===== src/rtl/elevator_request_queue_if.sv =====
// -----------------------------------------------------------------------------
// elevator_request_queue_if
//   Bundles the signals between the request queue and the car model.
//   The slave modport is the request queue. The master modport is the car
//   model or hall/cab button logic.
//
//   Inputs to the slave:
//     hall_up_req, hall_dn_req, cab_req_valid, cab_req_floor,
//     current_floor, current_up_ndown, deassert_floor
//   Outputs from the slave:
//     queue_status, queue_empty, next_up_ndown, pending_count, req_dropped
// -----------------------------------------------------------------------------
interface elevator_request_queue_if #(
    parameter int NUM_FLOORS = 7
);
    logic [NUM_FLOORS-1:0] hall_up_req;
    logic [NUM_FLOORS-1:0] hall_dn_req;
    logic                  cab_req_valid;
    logic [2:0]            cab_req_floor;
    logic [2:0]            current_floor;
    logic                  current_up_ndown;
    logic                  deassert_floor;
    logic [NUM_FLOORS-1:0] queue_status;
    logic                  queue_empty;
    logic                  next_up_ndown;
    logic [2:0]            pending_count;
    logic                  req_dropped;

    modport master (
        output hall_up_req, hall_dn_req, cab_req_valid, cab_req_floor,
               current_floor, current_up_ndown, deassert_floor,
        input  queue_status, queue_empty, next_up_ndown, pending_count,
               req_dropped
    );

    modport slave (
        input  hall_up_req, hall_dn_req, cab_req_valid, cab_req_floor,
               current_floor, current_up_ndown, deassert_floor,
        output queue_status, queue_empty, next_up_ndown, pending_count,
               req_dropped
    );
endinterface


===== src/rtl/elevator_request_queue.sv =====
// -----------------------------------------------------------------------------
// elevator_request_queue
//   Latches hall and cab calls into a per-floor pending map. Floors are
//   retired while the car disembarks. A SCAN direction policy chooses the
//   car's next travel direction. All outputs are registered.
//
//   Ports:
//     clk    rising-edge system clock
//     reset  synchronous, active-high reset
//     bus    elevator_request_queue_if.slave
//            requests and car state come in; queue status and direction go out
// -----------------------------------------------------------------------------
module elevator_request_queue #(
    parameter int NUM_FLOORS = 7
) (
    input  logic                    clk,
    input  logic                    reset,
    elevator_request_queue_if.slave bus
);
    typedef logic [NUM_FLOORS-1:0] floor_map_t;
    typedef enum logic [1:0] {IDLE, UP, DOWN} dir_state_t;

    localparam logic [2:0] TOP_FLOOR = 3'(NUM_FLOORS - 1);
    localparam floor_map_t ONE       = floor_map_t'(1);

    floor_map_t q;
    floor_map_t q_next;
    floor_map_t cab_onehot;
    floor_map_t req_vec;
    floor_map_t fresh;
    floor_map_t drop_mask;
    floor_map_t dropped;
    floor_map_t accepted;
    floor_map_t retire;
    floor_map_t cur_onehot;
    floor_map_t above_mask;
    floor_map_t below_mask;
    floor_map_t ahead_up;
    floor_map_t ahead_dn;

    logic [2:0] cur;
    logic       cur_valid;
    logic       any_up;
    logic       any_dn;
    logic       at_cur;
    logic       up_closer;
    logic [2:0] up_floor;
    logic [2:0] dn_floor;
    logic [2:0] count_next;

    dir_state_t state_q;
    dir_state_t state_d;
    logic       nud_q;
    logic       nud_d;
    logic       empty_q;
    logic [2:0] count_q;
    logic       dropped_q;

    // The latched car direction is informational only.
    logic unused_inputs;
    assign unused_inputs = bus.current_up_ndown;

    // Floor 7 is not a real floor. It retires nothing, drops nothing, and
    // counts every pending floor as lying below the car.
    assign cur        = bus.current_floor;
    assign cur_valid  = (cur <= TOP_FLOOR);
    assign cur_onehot = cur_valid ? (ONE << cur) : '0;
    assign above_mask = cur_valid ? ~((ONE << ({1'b0, cur} + 4'd1)) - ONE) : '0;
    assign below_mask = cur_valid ? (cur_onehot - ONE) : '1;

    // There is no up-call on the top floor and no down-call on the bottom floor.
    assign cab_onehot = (bus.cab_req_valid && bus.cab_req_floor <= TOP_FLOOR)
                        ? (ONE << bus.cab_req_floor) : '0;
    assign req_vec    = (bus.hall_up_req & ~(ONE << TOP_FLOOR))
                      | (bus.hall_dn_req & ~ONE)
                      | cab_onehot;

    // A call for a floor that is already pending merges silently. Only a new
    // call for the car's own floor can be dropped: the door is open there, or
    // the car is parked there with nothing else to do.
    assign fresh     = req_vec & ~q;
    assign drop_mask = (bus.deassert_floor || q == '0) ? cur_onehot : '0;
    assign dropped   = fresh & drop_mask;
    assign accepted  = fresh & ~drop_mask;
    assign retire    = bus.deassert_floor ? cur_onehot : '0;
    // Retire is applied last, so a clear wins over a set on the same floor.
    assign q_next    = (q | accepted) & ~retire;

    assign ahead_up = q_next & above_mask;
    assign ahead_dn = q_next & below_mask;
    assign any_up   = |ahead_up;
    assign any_dn   = |ahead_dn;
    assign at_cur   = |(q_next & cur_onehot);

    // NOTE: every variable written in an always_comb block gets a default
    // first. A path that leaves a variable unassigned would infer a latch.
    always_comb begin
        up_floor   = '0;
        dn_floor   = '0;
        count_next = '0;
        // Scan downward so the lowest pending floor above the car wins.
        for (int f = NUM_FLOORS - 1; f >= 0; f--) begin
            if (ahead_up[f]) up_floor = 3'(f);
        end
        // Scan upward so the highest pending floor below the car wins.
        for (int f = 0; f < NUM_FLOORS; f++) begin
            if (ahead_dn[f]) dn_floor = 3'(f);
            count_next = count_next + 3'(q_next[f]);
        end
    end

    // This is meaningful only when both directions have work. The car then
    // lies strictly between dn_floor and up_floor. On a tie the car goes up.
    assign up_closer = (up_floor - cur) <= (cur - dn_floor);

    always_comb begin
        state_d = state_q;
        nud_d   = nud_q;
        case (state_q)
            IDLE: begin
                if (any_up && !any_dn)      state_d = UP;
                else if (any_dn && !any_up) state_d = DOWN;
                else if (any_up && any_dn)  state_d = up_closer ? UP : DOWN;
                else if (at_cur)            state_d = (cur == TOP_FLOOR) ? DOWN : UP;
            end
            UP: begin
                if (any_up)               state_d = UP;
                else if (any_dn)          state_d = DOWN;
                else if (q_next == '0)    state_d = IDLE;
            end
            DOWN: begin
                if (any_dn)               state_d = DOWN;
                else if (any_up)          state_d = UP;
                else if (q_next == '0)    state_d = IDLE;
            end
            default: state_d = IDLE;
        endcase

        // In IDLE the car keeps its previous heading.
        if (state_d == UP)        nud_d = 1'b1;
        else if (state_d == DOWN) nud_d = 1'b0;

        // At the end floors the car can only leave one way.
        if (cur == 3'd0)          nud_d = 1'b1;
        else if (cur == TOP_FLOOR) nud_d = 1'b0;
    end

    // NOTE: sequential state is updated only with non-blocking assignments.
    // Every register then samples the pre-edge values of the others.
    always_ff @(posedge clk) begin
        if (reset) begin
            q         <= '0;
            state_q   <= IDLE;
            nud_q     <= 1'b1;
            empty_q   <= 1'b1;
            count_q   <= '0;
            dropped_q <= 1'b0;
        end else begin
            q         <= q_next;
            state_q   <= state_d;
            nud_q     <= nud_d;
            empty_q   <= (q_next == '0);
            count_q   <= count_next;
            dropped_q <= |dropped;
        end
    end

    assign bus.queue_status  = q;
    assign bus.queue_empty   = empty_q;
    assign bus.next_up_ndown = nud_q;
    assign bus.pending_count = count_q;
    assign bus.req_dropped   = dropped_q;
endmodule


===== src/flat_wrapper.sv =====
// flat-port wrapper written by rule: the top's interface ports become plain ports
module elevator_request_queue_flat 
#(
    parameter int NUM_FLOORS = 7
)
  (clk, reset, bus_hall_up_req, bus_hall_dn_req, bus_cab_req_valid, bus_cab_req_floor, bus_current_floor, bus_current_up_ndown, bus_deassert_floor, bus_queue_status, bus_queue_empty, bus_next_up_ndown, bus_pending_count, bus_req_dropped);
  elevator_request_queue_if #(.NUM_FLOORS(NUM_FLOORS)) bus_i ();
  input  logic clk;
  input  logic reset;
  input wire logic [$bits(bus_i.hall_up_req)-1:0] bus_hall_up_req;
  input wire logic [$bits(bus_i.hall_dn_req)-1:0] bus_hall_dn_req;
  input wire logic [$bits(bus_i.cab_req_valid)-1:0] bus_cab_req_valid;
  input wire logic [$bits(bus_i.cab_req_floor)-1:0] bus_cab_req_floor;
  input wire logic [$bits(bus_i.current_floor)-1:0] bus_current_floor;
  input wire logic [$bits(bus_i.current_up_ndown)-1:0] bus_current_up_ndown;
  input wire logic [$bits(bus_i.deassert_floor)-1:0] bus_deassert_floor;
  output wire logic [$bits(bus_i.queue_status)-1:0] bus_queue_status;
  output wire logic [$bits(bus_i.queue_empty)-1:0] bus_queue_empty;
  output wire logic [$bits(bus_i.next_up_ndown)-1:0] bus_next_up_ndown;
  output wire logic [$bits(bus_i.pending_count)-1:0] bus_pending_count;
  output wire logic [$bits(bus_i.req_dropped)-1:0] bus_req_dropped;
  assign bus_i.hall_up_req = bus_hall_up_req;
  assign bus_i.hall_dn_req = bus_hall_dn_req;
  assign bus_i.cab_req_valid = bus_cab_req_valid;
  assign bus_i.cab_req_floor = bus_cab_req_floor;
  assign bus_i.current_floor = bus_current_floor;
  assign bus_i.current_up_ndown = bus_current_up_ndown;
  assign bus_i.deassert_floor = bus_deassert_floor;
  assign bus_queue_status = bus_i.queue_status;
  assign bus_queue_empty = bus_i.queue_empty;
  assign bus_next_up_ndown = bus_i.next_up_ndown;
  assign bus_pending_count = bus_i.pending_count;
  assign bus_req_dropped = bus_i.req_dropped;
  elevator_request_queue #(.NUM_FLOORS(NUM_FLOORS)) u_core (.clk(clk), .reset(reset), .bus(bus_i));
endmodule

===== config.mk =====
export PLATFORM = sky130hd
export DESIGN_NAME = elevator_request_queue_flat
export DESIGN_NICKNAME = d
export VERILOG_FILES = /design/src/rtl/elevator_request_queue_if.sv /design/src/rtl/elevator_request_queue.sv /design/src/flat_wrapper.sv
export SDC_FILE = /design/constraint.sdc
export NUM_CORES = 1
export LEC_CHECK = 0
export CORE_ASPECT_RATIO = 0.7
export CORE_UTILIZATION = 58
export CTS_BUF_LIST = sky130_fd_sc_hd__clkbuf_4
export DETAILED_ROUTE_END_ITERATION = 8
export GPL_ROUTABILITY_DRIVEN = 0
export HOLD_SLACK_MARGIN = 0.12
export PLACE_DENSITY = 0.95
export SYNTH_ARGS = -nofsm -noshare
export SYNTH_HDL_FRONTEND = slang
export SYNTH_SLANG_ARGS = --single-unit

===== constraint.sdc =====
create_clock -name clk -period 12.5 [get_ports clk]
set_input_delay 2.5 -clock clk [delete_from_list [all_inputs] [get_ports clk]]
set_output_delay 2.5 -clock clk [all_outputs]
set_load 0.05 [all_outputs]

* Word level (Yosys, flattened, before mapping)
Index checks and enable logic that the tools add are counted.
** Cells by class
- Add/subtract/negate cells :: 11
- $lt $le $gt $ge :: 3
- Equality and inequality tests :: 5
- Shift operators :: 3
- Multiplexer cells :: 34
- Bitwise logic cells :: 14
- Reductions and logical operators :: 17
** Operators with widths (number)
- AND 7 bit :: 7
- 2-to-1 mux 7 bit :: 6
- 2-to-1 mux 3 bit :: 10
- NOT 7 bit :: 4
- OR reduction 7 bit :: 4
- 2-to-1 mux 2 bit :: 13
- adder 3 x 1 -> 3 bit :: 5
- zero test 7 bit :: 2
- bitwise OR 7 bit :: 2
- << shifter 1 x 3 -> 7 bit (first input constant) :: 2
- subtractor 7 x 1 -> 7 bit (second input constant) :: 2
- bitwise OR 6 x 7 -> 7 bit :: 1
- << shifter 1 x 4 -> 7 bit (first input constant) :: 1
- <= comparator 3 bit (second input constant) :: 2
- one-hot mux 2 bit (3 select lines) :: 1
- subtractor 3 bit :: 2
- adder 3 x 1 -> 4 bit (second input constant) :: 1
- == test 2 x 1 -> 1 bit (second input constant) :: 2
- == test 2 bit (second input constant) :: 2
- logical AND 1 bit :: 4
- 2-to-1 mux 1 bit :: 4
- == test 3 bit (second input constant) :: 1
- <= comparator 3 bit :: 1
- zero test 3 bit :: 1
- 6 further kinds :: 7
** Storage, ports and cells
- Bits in registers :: 15
- Input port bits :: 25
- Output and inout bits :: 13
- Word-level logic and storage cells :: 93

* Longest topological paths before layout
Gate-level depths: netlist of the first run.
- Depth in word-level cells :: 27
- Gate-level depth with buffers :: 28

* Worst setup path before layout of the first run
No wires, ideal clock.
- Kind :: input-to-reg
- Start point :: in bus_current_floor[2]
- End point :: reg u_core.nud_q, in the netlist u_core.bus.next_up_ndown
- Setup time :: 0.130 ns
- Arrival :: 6.923 ns
- Path slack :: 5.446 ns
- Stages on the path :: 27
- Path buffers :: 2
- Cell sequence :: buf_2 > buf_2 > inv_1 > ha_1 > nand2b_1 > or2_2 > ha_1 > or2_2 > a21oi_1 > o211ai_2 > a21boi_0 > o21ai_0 > ha_1 > inv_1 > fa_1 > xnor2_1 > xnor2_1 > ha_1 > o21ai_0 > nand2b_1 > a21oi_1 > nor2_1 > o21ai_1 > and2_1 > ha_1 > mux2i_1 > o21ai_0
** Between the ends
- Longest elaborated chain between the ends :: 25
- Elaborated cells between the ends (all ways) :: 65
** Ends and longest elaborated chain
- start: declaration :: RTL line flat_wrapper.sv:14 : input wire logic [$bits(bus_i.current_floor)-1:0] bus_current_floor;
- parallel branches: the longest is 25 deep, another holds subtractor 7 x 1 -> 7 bit
- end signal: assignment :: RTL line elevator_request_queue.sv:161 : nud_q <= nud_d;
- end: declaration :: RTL line elevator_request_queue.sv:53 : logic nud_q;
Parallel ways; which one is timed is not known.
A chain may end at the register's enable or synchronous reset.

* Final worst setup path of the first run
- Start point :: in bus_current_floor[1]
- End point :: reg u_core.nud_q, in the netlist u_core.bus.next_up_ndown
Same word-level chain as after synthesis.

==> results of run 1 <==
layout make-up:
type	instances	share of cell area [%]
Inverter	22	3.54
Multi-Input combinational cell	208	65.7
Timing Repair Buffer	34	14.6
Clock buffer	4	1.29
Tap cell	38	2.04
Sequential cell	15	12.9
synth_stat cells, types with 4 or more instances:
| master | n |
|---|---|
| mux2i_1 | 4 |
| nor3_1 | 8 |
| nand2_1 | 20 |
| o21ai_0 | 12 |
| dfxtp_1 | 15 |
| nor2_1 | 29 |
| fa_1 | 5 |
| nand3_1 | 9 |
| inv_1 | 21 |
| and2_1 | 6 |
| nor2b_1 | 4 |
| buf_2 | 6 |
| nand2b_1 | 7 |
| o31ai_1 | 4 |
| xnor2_1 | 5 |
| ha_1 | 13 |
| a21oi_1 | 10 |
state kept, by name, indices dropped and copies added, names as in the netlist:
| name | flops |
|---|---|
| u_core.bus.queue_empty | 1 |
| u_core.bus.pending_count | 3 |
| u_core.state_q | 2 |
| u_core.bus.next_up_ndown | 1 |
| u_core.bus.queue_status | 7 |
| u_core.bus.req_dropped | 1 |
path summary, 6_finish.rpt:
kind | start | to
hold / removal | u_core.bus.next_up_ndown | u_core.bus.next_up_ndown
setup / recovery | bus_current_floor[1] | u_core.bus.next_up_ndown
hold reg to reg | u_core.bus.next_up_ndown | u_core.bus.next_up_ndown
setup reg to reg | u_core.bus.queue_status[3] | u_core.bus.next_up_ndown
critical path, cell delays in order:
cell and delay [ns]:
clkdlybuf4s50_1 0.85, nand2_1 0.36, inv_1 0.07, ha_1 0.49, nand2b_1 0.11, or2_2 0.30
ha_1 0.31, or2_2 0.31, a21oi_1 0.18, o211ai_2 0.18, a21boi_0 0.15, o21ai_0 0.23
ha_1 0.19, inv_1 0.05, fa_1 0.37, xnor2_1 0.14, xnor2_1 0.16, ha_1 0.31
o21ai_0 0.09, nand2b_1 0.08, a21oi_1 0.17, nor2_1 0.06, o21ai_1 0.21, and2_1 0.17
ha_1 0.24, mux2i_1 0.14, o21ai_0 0.09
where the power goes:
group          total, mW  switching [mW]  leakage, nW  internal [mW]
sequential        0.0662         0.00841        0.125         0.0578
clock             0.0301          0.0155       0.0184         0.0146
combinational      0.180           0.104        0.778         0.0759
per-layer routing:
metal	wire length, um	track usage (%)	share of wire (%)	up-vias
li1	-	-	-	984
met4	70	7.52	1.3	0
met2	2460	50.3	45	108
met3	476	6.43	8.8	13
met1	2420	40.3	45	934
met5	0	0	0	-
kinds of logic after synthesis:
kind of cell	share of synthesized area, %
XOR/XNOR	3.12
AND/OR/NAND/NOR	29.4
AO/OA/AOI/OAI	29.6
buffers and inverters	6.68
flip-flops	15.3
multiplexers	2.04
adder cells (fa/ha/maj)	13.9
through the flow:
stage	setup slack, ns	util [%]
finish	4.14	73.2
global route	3.64	73.2
CTS	4.21	73.2
detailed placement	3.94	72.3
global placement	4.13	72.3
floorplan	5.45	-
==> results.yml, run 1 <==
status:
  status: "completed"
synthesis:
  synth.cell_area_sq_mm: 0.00197
  synth_top_area_share_pct: 15.3
  synth-seq-cells: 15
  synth_ff_type: "dfxtp_1"
  synth.avg_cell_area_sq_um: 7.71
  synthesis.nets: 298
  yosysTopAreaCell: "dfxtp_1"
  syn_inst: 255
  synth_edf_count: 0
  ys_types: 68
  ys_top_cells_by_area: "dfxtp_1 15%, ha_1 8.3%, nor2_1 5.5%"
  ys.warnings.count: 0
  ys_seq_area_share_pct: 15.3
  synthArstFlopShare_pct: 0
timing:
  whs_ns: 0.576
  finClkSkew_ns: 0.00219
  period_minus_slack_ns: 8.36
  drv_slew: 0
  relSlewSlack_pct: 43.8
  post-route-period-util_pct: 66.9
  tightest_slew_ns: 0.841
  setup_viol: 0
  rsz0062_at_grt: "false"
  tns_ns: 0
  hold_viol: 0
  fmax_ghz: 0.120
cells_and_area:
  regArea_sq_um: 300
  stdcell_count: 321
  multi_input_area_sq_mm: 0.00154
  diodes: 0
  layout-drive-gt1-share_pct: 8.83
  layout_common_cells: "34 x clkdlybuf4s50_1, 29 x nor2_1, 21 x inv_1"
  final_cell_area_sq_mm: 0.00234
  num-fill-cells: 269
  nNetsFinal: 327
  area_growth_pct: 18.8
  final_common_cell: "clkdlybuf4s50_1"
clock_network:
  cts_made_buffers: 3
  cts_resized: 0
  hold_buffers: 0
  cts_max_path_buffers: 2
  htreeDepth: 1
  cts_tree: "done"
  clock_sinks: 15
  cts_root_buf: "clkbuf_4"
  cts_setup_buffers: 0
  clock_latency_ns: 0.29
  path_clk_slew_ns: 0.08
die:
  core_area_sq_mm: 0.00319
  die_h_um: 50.7
  start_util_pct: 61.6
  ioPinCount: 38
  row_count: 17
  dieArea_sq_mm: 0.00363
  die_w_um: 71.6
run:
  drv_cap: 0
power:
  vdd_drop_max_v: 0.000142
  power.leakage_nw: 0.922
  p_per_area_mw_per_mm2: 118
  totalPowerFinal_uw: 277
critical_path:
  cp.arrival_ns: 8.52
  crit_type: "input pin to flip-flop"
  crit_fanout: 24
  start_kind: "input pin"
  cp_data_required_time_ns: 12.66
  reg2regPathDepth: 22
  reg2reg_setup_slack_ns: 7.88
  crit_path_end_kind: "flip-flop"
detailed_routing:
  first_iter_violations: 284
  antenna_left: 0
  dr.pass1.iters: 5
  post-route-drc-count: 0
  drt-wirelength-per-cell_um: 16.9
  viasPerCell: 6.35
  drt-total-wl_mm: 5.42
  via_count: 2039
global_routing:
  overflow: 0
  first_global_vias: 1806
  grt_use_total_pct: 30.3
  grt_pass1_wl_mm: 8.65
  antenna_found_initial: 0
  grt_max_degree: 25
place:
  port_buffers: 34
  dp.cells: 317
  post_dp_cell_area_sq_mm: 0.00231
  hpwl_mm: 4.15
hold_path:
  holdPathStages: 2
  min_path_type: "flip-flop to flip-flop"
Power figures use the tool's default switching activity.
==> run 2: changes to the inputs <==
CORE_UTILIZATION = 54   (was 58)
PLACE_DENSITY = 0.94   (was 0.95)
clock period = 8.65 ns   (was 12.5 ns; I/O delays follow)
==> run 2 against run 1 <==
Effect of this change: via count up 1.3%; combinational power up 45%; non-clock buffer count up 3; sequential power up 45%; final area up 1.4%; register-to-register slack worse by 3.8 ns; sequential share of layout area down 0.18 points; total power up 45%; largest cell class unchanged; largest power group unchanged.
==> results.yml, run 2 (synthesized netlist as in run 1, its figures left out) <==
status:
  status: "completed"
power:
  intPower_uw: 215
  power.leakage_nw: 0.936
  pwr-share-comb_pct: 65.1
  switching_share_pct: 46.3
  power_frac_seq_pct: 23.8
  power_switching_uw: 186
  vdd_drop_max_v: 0.000197
  power_frac_clock_pct: 11.1
  p_per_area_mw_per_mm2: 169
cells_and_area:
  final_common_cell: "clkdlybuf4s50_1"
  area_growth_pct: 20.5
  layout-drive-gt1-share_pct: 9.79
  diodes: 0
  stdcell_count: 333
  nNetsFinal: 330
  layout_common_cells: "34 x clkdlybuf4s50_1, 29 x nor2_1, 21 x inv_1"
  largest_reg_flops: 7
detailed_routing:
  viasPerCell: 6.20
  dr.pass1.iters: 5
  drt-total-wl_mm: 5.48
  wl_met3_um: 522
  topRoutingLayerUsed: "met4"
  first_iter_violations: 308
  wl_met1_mm: 2.40
  wl_met2_mm: 2.49
  via_count: 2066
  antenna_left: 0
  post-route-drc-count: 0
  drt-wirelength-per-cell_um: 16.4
critical_path:
  start_kind: "input pin"
  cp_data_required_time_ns: 8.81
  crit_type: "input pin to flip-flop"
  cp.arrival_ns: 7.23
  crit_path_end_kind: "flip-flop"
  crit_fanout: 20
  reg2reg_setup_slack_ns: 4.13
timing:
  hold_viol: 0
  whs_ns: 0.582
  setup_ws_ns: 1.58
  drv_slew: 0
  finClkSkew_ns: 0.00368
  setup_viol: 0
  rsz0062_at_grt: "false"
  fmax_ghz: 0.141
  tightest_slew_ns: 0.596
  period_minus_slack_ns: 7.07
  relSlewSlack_pct: 60.2
  tns_ns: 0
  post-route-period-util_pct: 81.7
clock_network:
  cts_root_buf: "clkbuf_4"
  clock_latency_ns: 0.29
  cts_max_path_buffers: 2
  htreeDepth: 1
  cts_made_buffers: 3
  cts_resized: 0
  hold_buffers: 0
  path_clk_slew_ns: 0.09
  clock_sinks: 15
  cts_setup_buffers: 0
  cts_tree: "done"
global_routing:
  grt_max_degree: 25
  antenna_found_initial: 0
  grt_pass1_wl_mm: 9.05
  overflow: 0
  first_global_vias: 1925
  grt_use_total_pct: 30.8
die:
  ioPinCount: 38
  row_count: 17
  die_w_um: 74.1
  core_area_sq_mm: 0.00330
  die_h_um: 52.5
  start_util_pct: 59.7
  dieArea_sq_mm: 0.00389
place:
  port_buffers: 34
  dp_slack_ns: 1.37
  dp.cells: 329
  hpwl_mm: 4.21
hold_path:
  min_path_type: "flip-flop to flip-flop"
run:
  drv_cap: 0
-- run 2: power groups by stage --
stage	sequential, mW	combinational [mW]	clock (mW)
global placement	0.0962	0.246	0
detailed placement	0.0969	0.258	0
CTS	0.0950	0.261	0.0445
finish	0.0957	0.261	0.0444
floorplan	0.131	0.154	0
global route	0.0973	0.290	0.0475
-- run 2: metal layers --
metal	up-vias	track usage (%)
li1	992	-
met1	938	41.9
met2	124	52.0
met3	12	4.42
met4	0	5.45
met5	-	0
-- run 2: area by class of cell --
cell class	instances	area (sq um)
clock buffers	4	30.0
fillers	262	927
inverters	22	82.6
multi-input cells	208	1540
flip-flops and latches	15	300
well taps	47	58.8
repair buffers	37	363
-- run 2: final timing paths --
| path | start | end | depth (start not counted) |
|---|---|---|---|
| min | u_core.bus.next_up_ndown | u_core.bus.next_up_ndown | 2 |
| min reg2reg | u_core.bus.next_up_ndown | u_core.bus.next_up_ndown | 2 |
| max reg2reg | u_core.bus.queue_status[3] | u_core.bus.next_up_ndown | 22 |
| max | bus_current_floor[2] | u_core.bus.next_up_ndown | 27 |
-- run 2: critical path, stage by stage --
cell             delay (ns)
clkdlybuf4s50_1        0.46
buf_4                  0.22
inv_1                  0.12
ha_1                   0.52
nand2b_1               0.11
or2_2                  0.30
ha_1                   0.31
or2_2                  0.31
a21oi_1                0.17
o211ai_2               0.16
a21boi_0               0.16
o21ai_0                0.22
ha_1                   0.18
inv_1                  0.05
fa_1                   0.38
xnor2_1                0.20
xnor2_1                0.16
ha_1                   0.27
o21ai_0                0.08
nand2b_1               0.07
a21oi_1                0.17
nor2_1                 0.06
o21ai_1                0.21
and2_1                 0.16
ha_1                   0.24
mux2i_1                0.14
o21ai_0                0.09
-- run 2: stage by stage --
step                      instance area [sq um]  util [%]  power, mW
final                                      2370      71.9      0.401
after floorplan                            1970         -      0.285
after CTS                                  2370      71.9      0.400
after global routing                       2370      71.9      0.434
after detailed placement                   2340      71.0      0.355
after global placement                     2340      71.0      0.342
==> run 3: changes to the inputs <==
CORE_UTILIZATION = 49   (was 54)
PLACE_DENSITY = 0.9   (was 0.94)
clock period = 6.15 ns   (was 8.65 ns; I/O delays follow)
==> run 3 against run 2 <==
Effect of this change: setup slack worse by 1.2 ns; first-iteration DRC count is 19% lower; routed wire length is 1.1% higher; combinational power is 43% higher; register-to-register slack worse by 2.4 ns.
==> results.yml, run 3 (synthesized netlist as in run 1, its figures left out) <==
cells_and_area:
  layout-drive-gt1-share_pct: 13.0
  stdcell_count: 343
  largest_reg_flops: 7
  final_common_cell: "clkdlybuf4s50_1"
  area_growth_pct: 24.0
  diodes: 0
  nNetsFinal: 337
  final_cell_area_sq_mm: 0.00244
  layout_common_cells: "34 x clkdlybuf4s50_1, 29 x nor2_1, 21 x inv_1"
critical_path:
  slowest_delay_ns: 0.43
  crit_type: "input pin to flip-flop"
  crit_fanout: 5
  critPathBufInv: 4
  path_common_cell: "ha_1"
  crit_path_end_kind: "flip-flop"
  start_kind: "input pin"
  reg2reg_setup_slack_ns: 1.73
  reg2regPathDepth: 22
  r2r_start: "u_core.bus.queue_status[3]"
  cp_data_required_time_ns: 6.31
  worstReg2RegEnd: "u_core.bus.next_up_ndown"
  crit_path_top_delay_cell: "clkdlybuf4s50_1"
  cp_top_family: "adder cells"
  cp.arrival_ns: 5.98
die:
  die_w_um: 77.7
  dieArea_sq_mm: 0.00428
  row_count: 18
  die_h_um: 55.0
  start_util_pct: 53.6
  ioPinCount: 38
  core_area_sq_mm: 0.00367
hold_path:
  min_from: "u_core.bus.next_up_ndown"
  hold_end: "u_core.bus.next_up_ndown"
  holdPathStages: 2
  min_path_type: "flip-flop to flip-flop"
timing:
  period_minus_slack_ns: 5.81
  finClkSkew_ns: 0.00259
  post-route-period-util_pct: 94.5
  setup_ws_ns: 0.340
  hold_viol: 0
  fmax_ghz: 0.172
  relSlewSlack_pct: 60.5
  drv_slew: 0
  setup_viol: 0
  whs_ns: 0.572
  tightest_slew_ns: 0.590
status:
  status: "completed"
detailed_routing:
  antenna_left: 0
  first_iter_violations: 250
  dr.pass1.iters: 5
  drt-wirelength-per-cell_um: 16.1
  post-route-drc-count: 0
  viasPerCell: 6.15
  via_count: 2109
  drt-total-wl_mm: 5.53
clock_network:
  clock_sinks: 15
  cts_resized: 0
  cts_tree: "done"
  htreeDepth: 1
  clock_latency_ns: 0.29
  cts_root_buf: "clkbuf_4"
  path_clk_slew_ns: 0.09
  cts_made_buffers: 3
  cts_max_path_buffers: 2
  hold_buffers: 0
  cts_setup_buffers: 0
global_routing:
  overflow: 0
  grt_max_degree: 24
  grt_pass1_wl_mm: 8.65
  antenna_found_initial: 0
  first_global_vias: 1878
  grt_use_total_pct: 26.5
power:
  power.leakage_nw: 0.973
  vdd_drop_max_v: 0.000300
  p_per_area_mw_per_mm2: 232
place:
  port_buffers: 34
  dp.cells: 339
  hpwl_mm: 4.26
  post_dp_cell_area_sq_mm: 0.00240
  dp_slack_ns: -0.0229
run:
  drv_cap: 0
==> run 3: worst max-delay path by stage <==
stage                          from                       end  slack [ns]  cells past startpoint
5_1_grt        bus_current_floor[0]  u_core.bus.next_up_ndown       -0.02                     28
3_3_place_gp   bus_current_floor[1]  u_core.bus.next_up_ndown        0.10                     27
2_1_floorplan  bus_current_floor[2]  u_core.bus.next_up_ndown        0.37                     27
3_5_place_dp   bus_current_floor[1]  u_core.bus.next_up_ndown       -0.02                     27
6_report       bus_current_floor[0]  u_core.bus.next_up_ndown        0.34                     28
4_1_cts        bus_current_floor[2]  u_core.bus.next_up_ndown        0.27                     26
==> run 3: metrics by stage <==
step | setup TNS [ns] | util [%] | power [mW]
6_report | 0 | 66.5 | 0.566
5_1_grt | -0.0214 | 66.5 | 0.610
4_1_cts | 0 | 66.0 | 0.559
3_5_place_dp | -0.0229 | 65.3 | 0.500
3_3_place_gp | 0 | 65.3 | 0.487
2_1_floorplan | 0 | - | 0.401
==> run 3: worst register-to-register path, stage by stage (launching register included) <==
cell and delay, ns:
dfxtp_1 0.40, nor4_4 0.55, nand4_1 0.19, nand2b_1 0.29
nor2_1 0.09, o21ai_0 0.10, a21boi_0 0.13, o21ai_1 0.16
ha_1 0.16, inv_1 0.05, fa_1 0.39, xnor2_1 0.20
xnor2_1 0.10, ha_1 0.31, o21ai_0 0.08, nand2b_1 0.07
a21oi_1 0.17, nor2_1 0.07, o21ai_2 0.18, and2_1 0.15
ha_1 0.24, mux2i_1 0.14, o21ai_0 0.08
==> run 3: cell type report <==
class	count	area (sq um)
multi-input cells	208	1550
fillers	309	1230
repair buffers	44	419
flip-flops and latches	15	300
inverters	22	82.6
well taps	50	62.6
clock buffers	3	22.5
clock inverters	1	5.00
==> run 3: power breakdown <==
part	switching, mW	internal, mW
registers	0.0172	0.117
logic	0.212	0.161
clock network	0.0335	0.0243
total	0.263	0.303
==> run 3: routing by layer <==
metal  track usage (%)  part of all wire [%]  vias up
met5                 0                     0        -
met4              10.4                   2.0        0
met3              6.72                    11       15
met2              43.1                    41      120
met1              34.3                    45      965
li1                  -                     -     1009
